$ cat config.mk
export PLATFORM = sky130hd
export DESIGN_NAME = seq_adder
export DESIGN_NICKNAME = d
export VERILOG_FILES = /design/src/rtl/seq_adder.sv
export SDC_FILE = /design/constraint.sdc
export NUM_CORES = 1
export LEC_CHECK = 0
export CAP_MARGIN = 20
export CORE_ASPECT_RATIO = 1.1
export CORE_MARGIN = 5
export CORE_UTILIZATION = 65
export DETAILED_ROUTE_END_ITERATION = 16
export DONT_BUFFER_PORTS = 1
export PLACE_DENSITY = 0.81
export SYNTH_ARGS = -nofsm -noshare
export SYNTH_HDL_FRONTEND = slang
export SYNTH_SLANG_ARGS = --single-unit
$ cat constraint.sdc
create_clock -name clk -period 8.5 [get_ports clk]
set_input_delay 1.7 -clock clk [delete_from_list [all_inputs] [get_ports clk]]
set_output_delay 1.7 -clock clk [all_outputs]
set_load 0.02 [all_outputs]
$ cat src/rtl/seq_adder.sv
// Digit-serial add/subtract unit: processes DIGIT bits per clock and delivers
// sum/difference plus carry/borrow and signed-overflow flags after WIDTH/DIGIT RUN cycles.
module seq_adder #(
    parameter int WIDTH = 32,
    parameter int DIGIT = 8
) (
    input  logic             clk,
    input  logic             rst,
    input  logic             start,
    input  logic             sub,
    input  logic [WIDTH-1:0] a,
    input  logic [WIDTH-1:0] b,
    output logic             ready,
    output logic             busy,
    output logic             done,
    output logic [WIDTH-1:0] adder_out,
    output logic             c,
    output logic             v
);

    localparam int N  = WIDTH / DIGIT;
    localparam int CW = (N > 1) ? $clog2(N) : 1;

    localparam logic [CW-1:0]    CNT_ZERO   = CW'(0);
    localparam logic [CW-1:0]    CNT_ONE    = CW'(1);
    localparam logic [CW-1:0]    CNT_LAST   = CW'(N - 1);
    localparam logic [WIDTH-1:0] DIGIT_MASK = WIDTH'({DIGIT{1'b1}});

    typedef enum logic [1:0] {
        ST_IDLE = 2'd0,
        ST_RUN  = 2'd1,
        ST_DONE = 2'd2
    } state_t;

    state_t           state_r;
    state_t           state_next_s;
    logic             accept_s;
    logic             last_s;
    logic [CW-1:0]    cnt_r;
    logic [WIDTH-1:0] a_r;
    logic [WIDTH-1:0] b_r;
    logic [WIDTH-1:0] adder_out_r;
    logic             carry_r;
    logic             sub_r;
    logic             c_r;
    logic             v_r;
    logic             ready_r;
    logic             busy_r;
    logic             done_r;
    logic [DIGIT:0]   slice_sum_s;
    logic             msb_carry_in_s;
    logic [31:0]      digit_lo_s;
    logic [WIDTH-1:0] slice_mask_s;
    logic [WIDTH-1:0] slice_ins_s;

    // FSM state register
    always_ff @(posedge clk or posedge rst) begin
        if (rst) begin
            state_r <= ST_IDLE;
        end else begin
            state_r <= state_next_s;
        end
    end

    // Next-state decode; DONE accepts a new start exactly like IDLE
    always_comb begin
        state_next_s = state_r;
        accept_s     = 1'b0;
        last_s       = 1'b0;
        case (state_r)
            ST_IDLE, ST_DONE: begin
                if (start) begin
                    accept_s     = 1'b1;
                    state_next_s = ST_RUN;
                end else begin
                    state_next_s = ST_IDLE;
                end
            end
            ST_RUN: begin
                if (cnt_r == CNT_LAST) begin
                    last_s       = 1'b1;
                    state_next_s = ST_DONE;
                end else begin
                    state_next_s = ST_RUN;
                end
            end
            default: begin
                state_next_s = ST_IDLE;
            end
        endcase
    end

    // Handshake outputs registered from the next state
    always_ff @(posedge clk or posedge rst) begin
        if (rst) begin
            ready_r <= 1'b1;
            busy_r  <= 1'b0;
            done_r  <= 1'b0;
        end else begin
            ready_r <= (state_next_s != ST_RUN);
            busy_r  <= (state_next_s == ST_RUN);
            done_r  <= (state_next_s == ST_DONE);
        end
    end

    // Operands shift right each RUN edge, so the active digit is always the low DIGIT bits.
    // Carry into the MSB is recovered from the MSB sum bit: cin = a ^ b ^ s.
    always_comb begin
        slice_sum_s    = {1'b0, a_r[DIGIT-1:0]} + {1'b0, b_r[DIGIT-1:0]}
                       + {{DIGIT{1'b0}}, carry_r};
        msb_carry_in_s = a_r[DIGIT-1] ^ b_r[DIGIT-1] ^ slice_sum_s[DIGIT-1];
        digit_lo_s     = 32'(cnt_r) * 32'(DIGIT);
        slice_mask_s   = DIGIT_MASK << digit_lo_s;
        slice_ins_s    = WIDTH'(slice_sum_s[DIGIT-1:0]) << digit_lo_s;
    end

    // Operand capture, per-digit accumulate, and flag update on the final digit
    always_ff @(posedge clk or posedge rst) begin
        if (rst) begin
            a_r         <= {WIDTH{1'b0}};
            b_r         <= {WIDTH{1'b0}};
            carry_r     <= 1'b0;
            sub_r       <= 1'b0;
            cnt_r       <= CNT_ZERO;
            adder_out_r <= {WIDTH{1'b0}};
            c_r         <= 1'b0;
            v_r         <= 1'b0;
        end else if (accept_s) begin
            a_r     <= a;
            b_r     <= b ^ {WIDTH{sub}};
            carry_r <= sub;
            sub_r   <= sub;
            cnt_r   <= CNT_ZERO;
        end else if (state_r == ST_RUN) begin
            a_r         <= a_r >> DIGIT;
            b_r         <= b_r >> DIGIT;
            adder_out_r <= (adder_out_r & ~slice_mask_s) | slice_ins_s;
            carry_r     <= slice_sum_s[DIGIT];
            if (last_s) begin
                cnt_r <= CNT_ZERO;
                c_r   <= slice_sum_s[DIGIT] ^ sub_r;
                v_r   <= msb_carry_in_s ^ slice_sum_s[DIGIT];
            end else begin
                cnt_r <= cnt_r + CNT_ONE;
            end
        end
    end

    assign ready     = ready_r;
    assign busy      = busy_r;
    assign done      = done_r;
    assign adder_out = adder_out_r;
    assign c         = c_r;
    assign v         = v_r;

endmodule

==> flow_summary.ini <==
[outcome]
status = finished clean

[job]
cap_violations = 0

[clock_network]
cts_resized = 0
clock_sink_count = 107
cts-hold-fix-buffers = 0
post_cts_buffers = 0
cts_tree = yes
clock_latency_ns = 0.36
h-tree-depth = 3
cts_root_buf = clkbuf_8
clkTransAtPathRegs_ns = 0.09
numCtsBuffers = 9
ctsLongestPathBuffers = 2

[synthesis]
synth_area_per_cell_um2 = 11.2
ys_seq_area_frac = 0.564
async_flop_share = 1.00
synthFlopType = dfrtp_1
synth_top_area_share = 0.559
yosysTopAreaCell = dfrtp_1
yosysWarnings = 0
ys_top_cells_by_area = dfrtp_1, xnor2_1, a22o_1, nand2_1, a221o_1
synth_top_family_by_area = compound AO/OA/AOI/OAI gates
synthSimpleGateAreaFrac = 0.0968
syn_inst = 424
synth-seq-cells = 107
synth_mux_area_frac = 0
synth.cell_area_mm2 = 0.00475
synth_adder_area_share = 0.0374
synth_compound_area_frac = 0.201
synth_fp_nets = 505
synthTopCellsByCount = dfrtp_1, nand2_1, xnor2_1
ys_types = 31
yosysMostFrequentCell = dfrtp_1
synth-edff-count = 0
synth_xor_area_frac = 0.0701

[detailed_routing]
wl_per_cell_um = 19.0
vias = 3212
first_pass_iters = 4
postRouteAntennaNets = 0
routed_wl_mm = 9.56
drt_iter0_markers = 205
drc = 0
via_per_inst = 6.37

[timing]
timing.final.crit_share = 0.347
worstMarginPinSlew_ns = 0.942
rsz0062_at_grt = no
setup_viol = 0
max_freq_mhz = 339
setup_ws_ns = 5.55
hold_violations = 0
fin_skew_ns = 0.00426
slew_headroom = 0.367
period_needed_ns = 2.95
setup-tns-final_ns = 0
slew_violations = 0

[floorplan]
start_util = 0.673
die_w_um = 91.5
die_y_um = 99.6
ios = 105
design.die.area_mm2 = 0.00911
core_mm2 = 0.00705
rows = 32

[global_route]
grt_pass1_wl_mm = 16.3
grt_max_degree = 65
antenna_found_initial = 0
grt_pass1_vias = 3217
grt.total_usage = 0.223
grt_overflow = 0

[cells_and_area]
register_area_mm2 = 0.00268
area_growth_syn_to_layout_pct = 4.88
antenna_cells = 0
nets = 495
multi_input_area_mm2 = 0.00194
nFillCells = 494
drive_above_1_share = 0.0597

[critical_path]
worst_setup_path_end_kind = flop
required_ns = 8.80
cp_common_cell = buf_4
critPathArrivalTime_ns = 3.25
path_cells = nor2b_2 -> buf_4 -> nor2_4 -> buf_4 -> a221o_1
path_class = in2reg
cp-startpoint = start
critPathMaxStageDelay_ns = 0.48
slowest_stage = buf_4
r2r_setup_slack_ns = 6.08
crit_fanout = 45
cp-start-kind = primary input
r2r_start = b_r[0]$_DFFE_PP0P_

[power_and_ir_drop]
netSwitchingFraction = 0.424
combPwrFrac = 0.394
p_sw_uw = 886
pwr-share-seq = 0.474
power_uw = 2090
power.density_mw_per_mm2 = 419
clkPwrFrac = 0.133
p_int_uw = 1200
leakagePower_uw = 0.00232
peakVddDrop_mv = 0.275

[placed_design]
dp_hpwl_mm = 6.87
io_buffers = 0
dp_slack_ns = 5.18
gp_congestion = 0.773

[hold_path]
min_path_type = reg2reg
hold_start = a_r[15]$_DFFE_PP0P_
flip-flops by register name (all words and copies together) (netlist names), 2 cells and up:
signal,flops
b_r,32
cnt_r,2
a_r,32
state_r,2
adder_out,32
layout by cell type (no fill, tap or decap), types with 5 or more instances in the layout:
cell type,count
nor2_1,28
ha_1,11
clkbuf_8,10
dfrtp_1,106
xnor2_1,36
a21oi_1,5
a22o_1,35
a22oi_1,24
a221o_1,25
o21ai_0,17
nand2_1,67
inv_1,9
buf_4,5
worst paths after layout:
path / endpoint / depth (start not counted)
max: b_r[5]$_DFFE_PP0P_ / 5
min: a_r[15]$_DFFE_PP0P_ / 2
max reg2reg: adder_out[6]$_DFFE_PP0P_ / 8
min reg2reg: a_r[15]$_DFFE_PP0P_ / 2
max in group asynchronous: b_r[22]$_DFFE_PP0P_ / 2
min in group asynchronous: adder_out[17]$_DFFE_PP0P_ / 1
cells by family (layout without fill, tap and decap cells):
kind of cell    Yosys count  in the layout
xor+xnor                 38             38
buf+inv                  36             31
flops                   107            107
compound gates          118            118
simple gates            112            112
fa+ha+maj                13             13
final cells by class:
class / instances / share of cell area
flip-flops and latches: 107 / 0.538
multi-input cells: 281 / 0.390
clock buffers: 13 / 0.0299
well taps: 85 / 0.0214
inverters: 10 / 0.00804
repair buffers: 5 / 0.00754
clock inverters: 3 / 0.00478
through the flow:
stage / area [um2] / utilization / instances / hold slack [ns]
floorplan: 4750 / - / 424 / 0.447
global placement: 4800 / 0.682 / 488 / 0.459
detailed placement: 4800 / 0.682 / 488 / 0.464
CTS: 4980 / 0.706 / 504 / 0.487
global route: 4980 / 0.706 / 504 / 0.520
finish: 4980 / 0.706 / 504 / 0.482
per-layer routing:
metal	wire length, um	vias to the layer above	track usage	share of wire
met5	0	-	0	0
met3	833	15	0.0651	0.087
met2	4550	122	0.343	0.48
met4	208	0	0.0880	0.022
met1	3980	1578	0.299	0.42
li1	-	1497	-	-
worst max-delay path, delay by kind of cell:
kind / cells / cell delay [ns]
buffers and inverters: 2 / 0.73
AO/OA/AOI/OAI: 1 / 0.23
AND/OR/NAND/NOR: 2 / 0.57
power by group through the flow:
stage | clock network, uW | registers (uW) | logic (uW)
2_1_floorplan | 0 | 941 | 677
3_3_place_gp | 0 | 990 | 789
3_5_place_dp | 0 | 1000 | 822
4_1_cts | 281 | 990 | 825
5_1_grt | 306 | 1020 | 923
6_report | 277 | 988 | 822
(Power assumes the default switching activity.)
==> patch: new RTL, same flow settings <==
Make the reset (`rst`) synchronous in 3 clocked blocks.
--- a/src/rtl/seq_adder.sv
+++ b/src/rtl/seq_adder.sv
@@ -54,7 +54,7 @@
     logic [WIDTH-1:0] slice_ins_s;
 
     // FSM state register
-    always_ff @(posedge clk or posedge rst) begin
+    always_ff @(posedge clk) begin
         if (rst) begin
             state_r <= ST_IDLE;
         end else begin
@@ -91,7 +91,7 @@
     end
 
     // Handshake outputs registered from the next state
-    always_ff @(posedge clk or posedge rst) begin
+    always_ff @(posedge clk) begin
         if (rst) begin
             ready_r <= 1'b1;
             busy_r  <= 1'b0;
@@ -115,7 +115,7 @@
     end
 
     // Operand capture, per-digit accumulate, and flag update on the final digit
-    always_ff @(posedge clk or posedge rst) begin
+    always_ff @(posedge clk) begin
         if (rst) begin
             a_r         <= {WIDTH{1'b0}};
             b_r         <= {WIDTH{1'b0}};
Function: differs if rst is asserted again (counterexample within 4 cycles, from zero or initial values and one cycle with rst high); with rst held inactive, the same outputs for 10 cycles.
==> patch against the original RTL <==
Worst setup slack got worse by 0.16 ns. Synthesized area fell by 4.5%. Via count rose by 11%. Final cell count rose by 12%. Wire length rose by 2.6%. Hold slack got worse by 0.025 ns. Die area fell by 4.0%. Final area fell by 5.2%. Sequential cell count did not move. Non-clock buffer count fell by 2.
Power is not compared: it rests on default switching activity, and its combinational part moved more than twofold at a synthesized area within 25%.
==> patch: results <==
[route]
ant_nets = 0
post_drt_wl_per_cell_um = 17.4
drt_iter0_markers = 244
via_count = 3557
firstDrtPassIters = 5

[synth]
ys_async_sr_fraction = 0
synth_common_cells = 107 x dfxtp_1, 72 x a22oi_1, 66 x nand2_1
synth-seq-area-share = 0.473
synthesis.nets = 579
synth_cell_types = 38
ys_warn_count = 0
synthTopCellsByArea = dfxtp_1 47%, a22oi_1 12%, xor2_1 6.8%
synth.largest_area_cell = dfxtp_1

[cts]
cts-resized-gates = 0
cts-root-buf = clkbuf_8
clock_latency_ns = 0.36
htreeDepth = 3
cts_buffers = 9
clk_pin_slew_ns = 0.09
clk_path_buf_depth = 2
post_cts.repair.setup_buffers = 0

[power_and_ir_drop]
ir_drop_uv = 138
cellLeakagePower_nw = 1.75

[worst_setup_path]
cpPeakStageDelay_ns = 0.49
crit_end = b_r[25]$_SDFFE_PP0P_
r2r_slack_ns = 6.05
cp_max_fo = 68
rr_startpoint = state_r[0]$_SDFF_PP0_
reg2reg_to = b_r[31]$_SDFFE_PP0P_
critPathArrivalTime_ns = 3.41
setup.worst_path.start = start
critPathSlowestCell = nor2_4
reg2reg_depth = 6

[global_routing]
antenna_found_initial = 0
grt_max_degree = 97
grt_pass1_wl_mm = 16.2
grt_usage = 0.230
grt_pass1_vias = 3484

[timing]
finalHoldViolCount = 0
slew_headroom = 0.407
finClkSkew_ns = 0.00907

[hold_path]
hold_class = reg2reg
worstHoldStart = a_r[21]$_SDFFE_PP0P_

[place]
io_buffer_count = 0
dp_hpwl_mm = 6.70
routabilityCongestion = 0.849

[finish]
drive_gt1_frac = 0.0500
num_antenna_cells = 0
fin_nets = 557

[run_status]
status = complete, no violations
==> patch: changes by cell type after synthesis, sizes merged, moves of 33 or more <==
cell / change
dfrtp: -106
a21oi: +55
xor2: +33
a22oi: +48
xnor2: -34
dfxtp: +107
==> patch: through the flow <==
stage | area (um^2) | setup WS [ns] | cells
after global placement | 4530 | 5.07 | 550
after floorplan | 4530 | 5.79 | 498
after CTS | 4720 | 5.40 | 565
after global routing | 4720 | 5.22 | 565
final | 4720 | 5.39 | 565
after detailed placement | 4530 | 5.01 | 550
==> patch: worst max-delay path, delay by kind of cell <==
family,cells,cell delay [ns]
and+or+nand+nor,3,0.71
AOI/OAI and AO/OA,1,0.16
buffers and inverters,2,0.79
==> patch: metal layers <==
layer	GRT usage	vias up	wire (um)
li1	-	1741	-
met1	0.289	1677	3900
met2	0.361	120	4930
met3	0.0712	19	783
met4	0.0905	0	197
met5	0	-	0
==> patch: area by class of cell <==
class | count | area [um^2]
multi-input cells | 347 | 2230
repair buffers | 3 | 22.5
inverters | 8 | 30.0
flip-flops and latches | 107 | 2140
clock inverters | 4 | 51.3
fillers | 559 | 2170
clock buffers | 11 | 141
well taps | 85 | 106
==> patch: power breakdown <==
group	internal [W]	total, W	leakage [nW]	switching (W)
Combinational	0.0000456	0.000118	0.781	0.0000723
Clock	0.000143	0.000306	0.0954	0.000163
Sequential	0.000528	0.000550	0.874	0.0000212
==> patch: worst min path at each step <==
stage                                end  slack, ns  depth (start not counted)
floorplan           b_r[17]$_SDFFE_PP0P_       0.43                          2
global route        a_r[18]$_SDFFE_PP0P_       0.47                          2
CTS                 a_r[21]$_SDFFE_PP0P_       0.45                          2
global placement    b_r[17]$_SDFFE_PP0P_       0.43                          2
detailed placement  a_r[21]$_SDFFE_PP0P_       0.44                          2
finish              a_r[21]$_SDFFE_PP0P_       0.46                          2
==> patch: kinds of logic (layout without fill, tap and decap cells) <==
kind of cell               after synthesis  in the layout  synth area share
and+or+nand+nor                        123            123             0.113
AOI/OAI and AO/OA                      174            174             0.262
xor gates and xnor gates                37             37            0.0715
DFF                                    107            107             0.473
adders and majority gates               13             13            0.0392
buffers and inverters                   44             26            0.0409
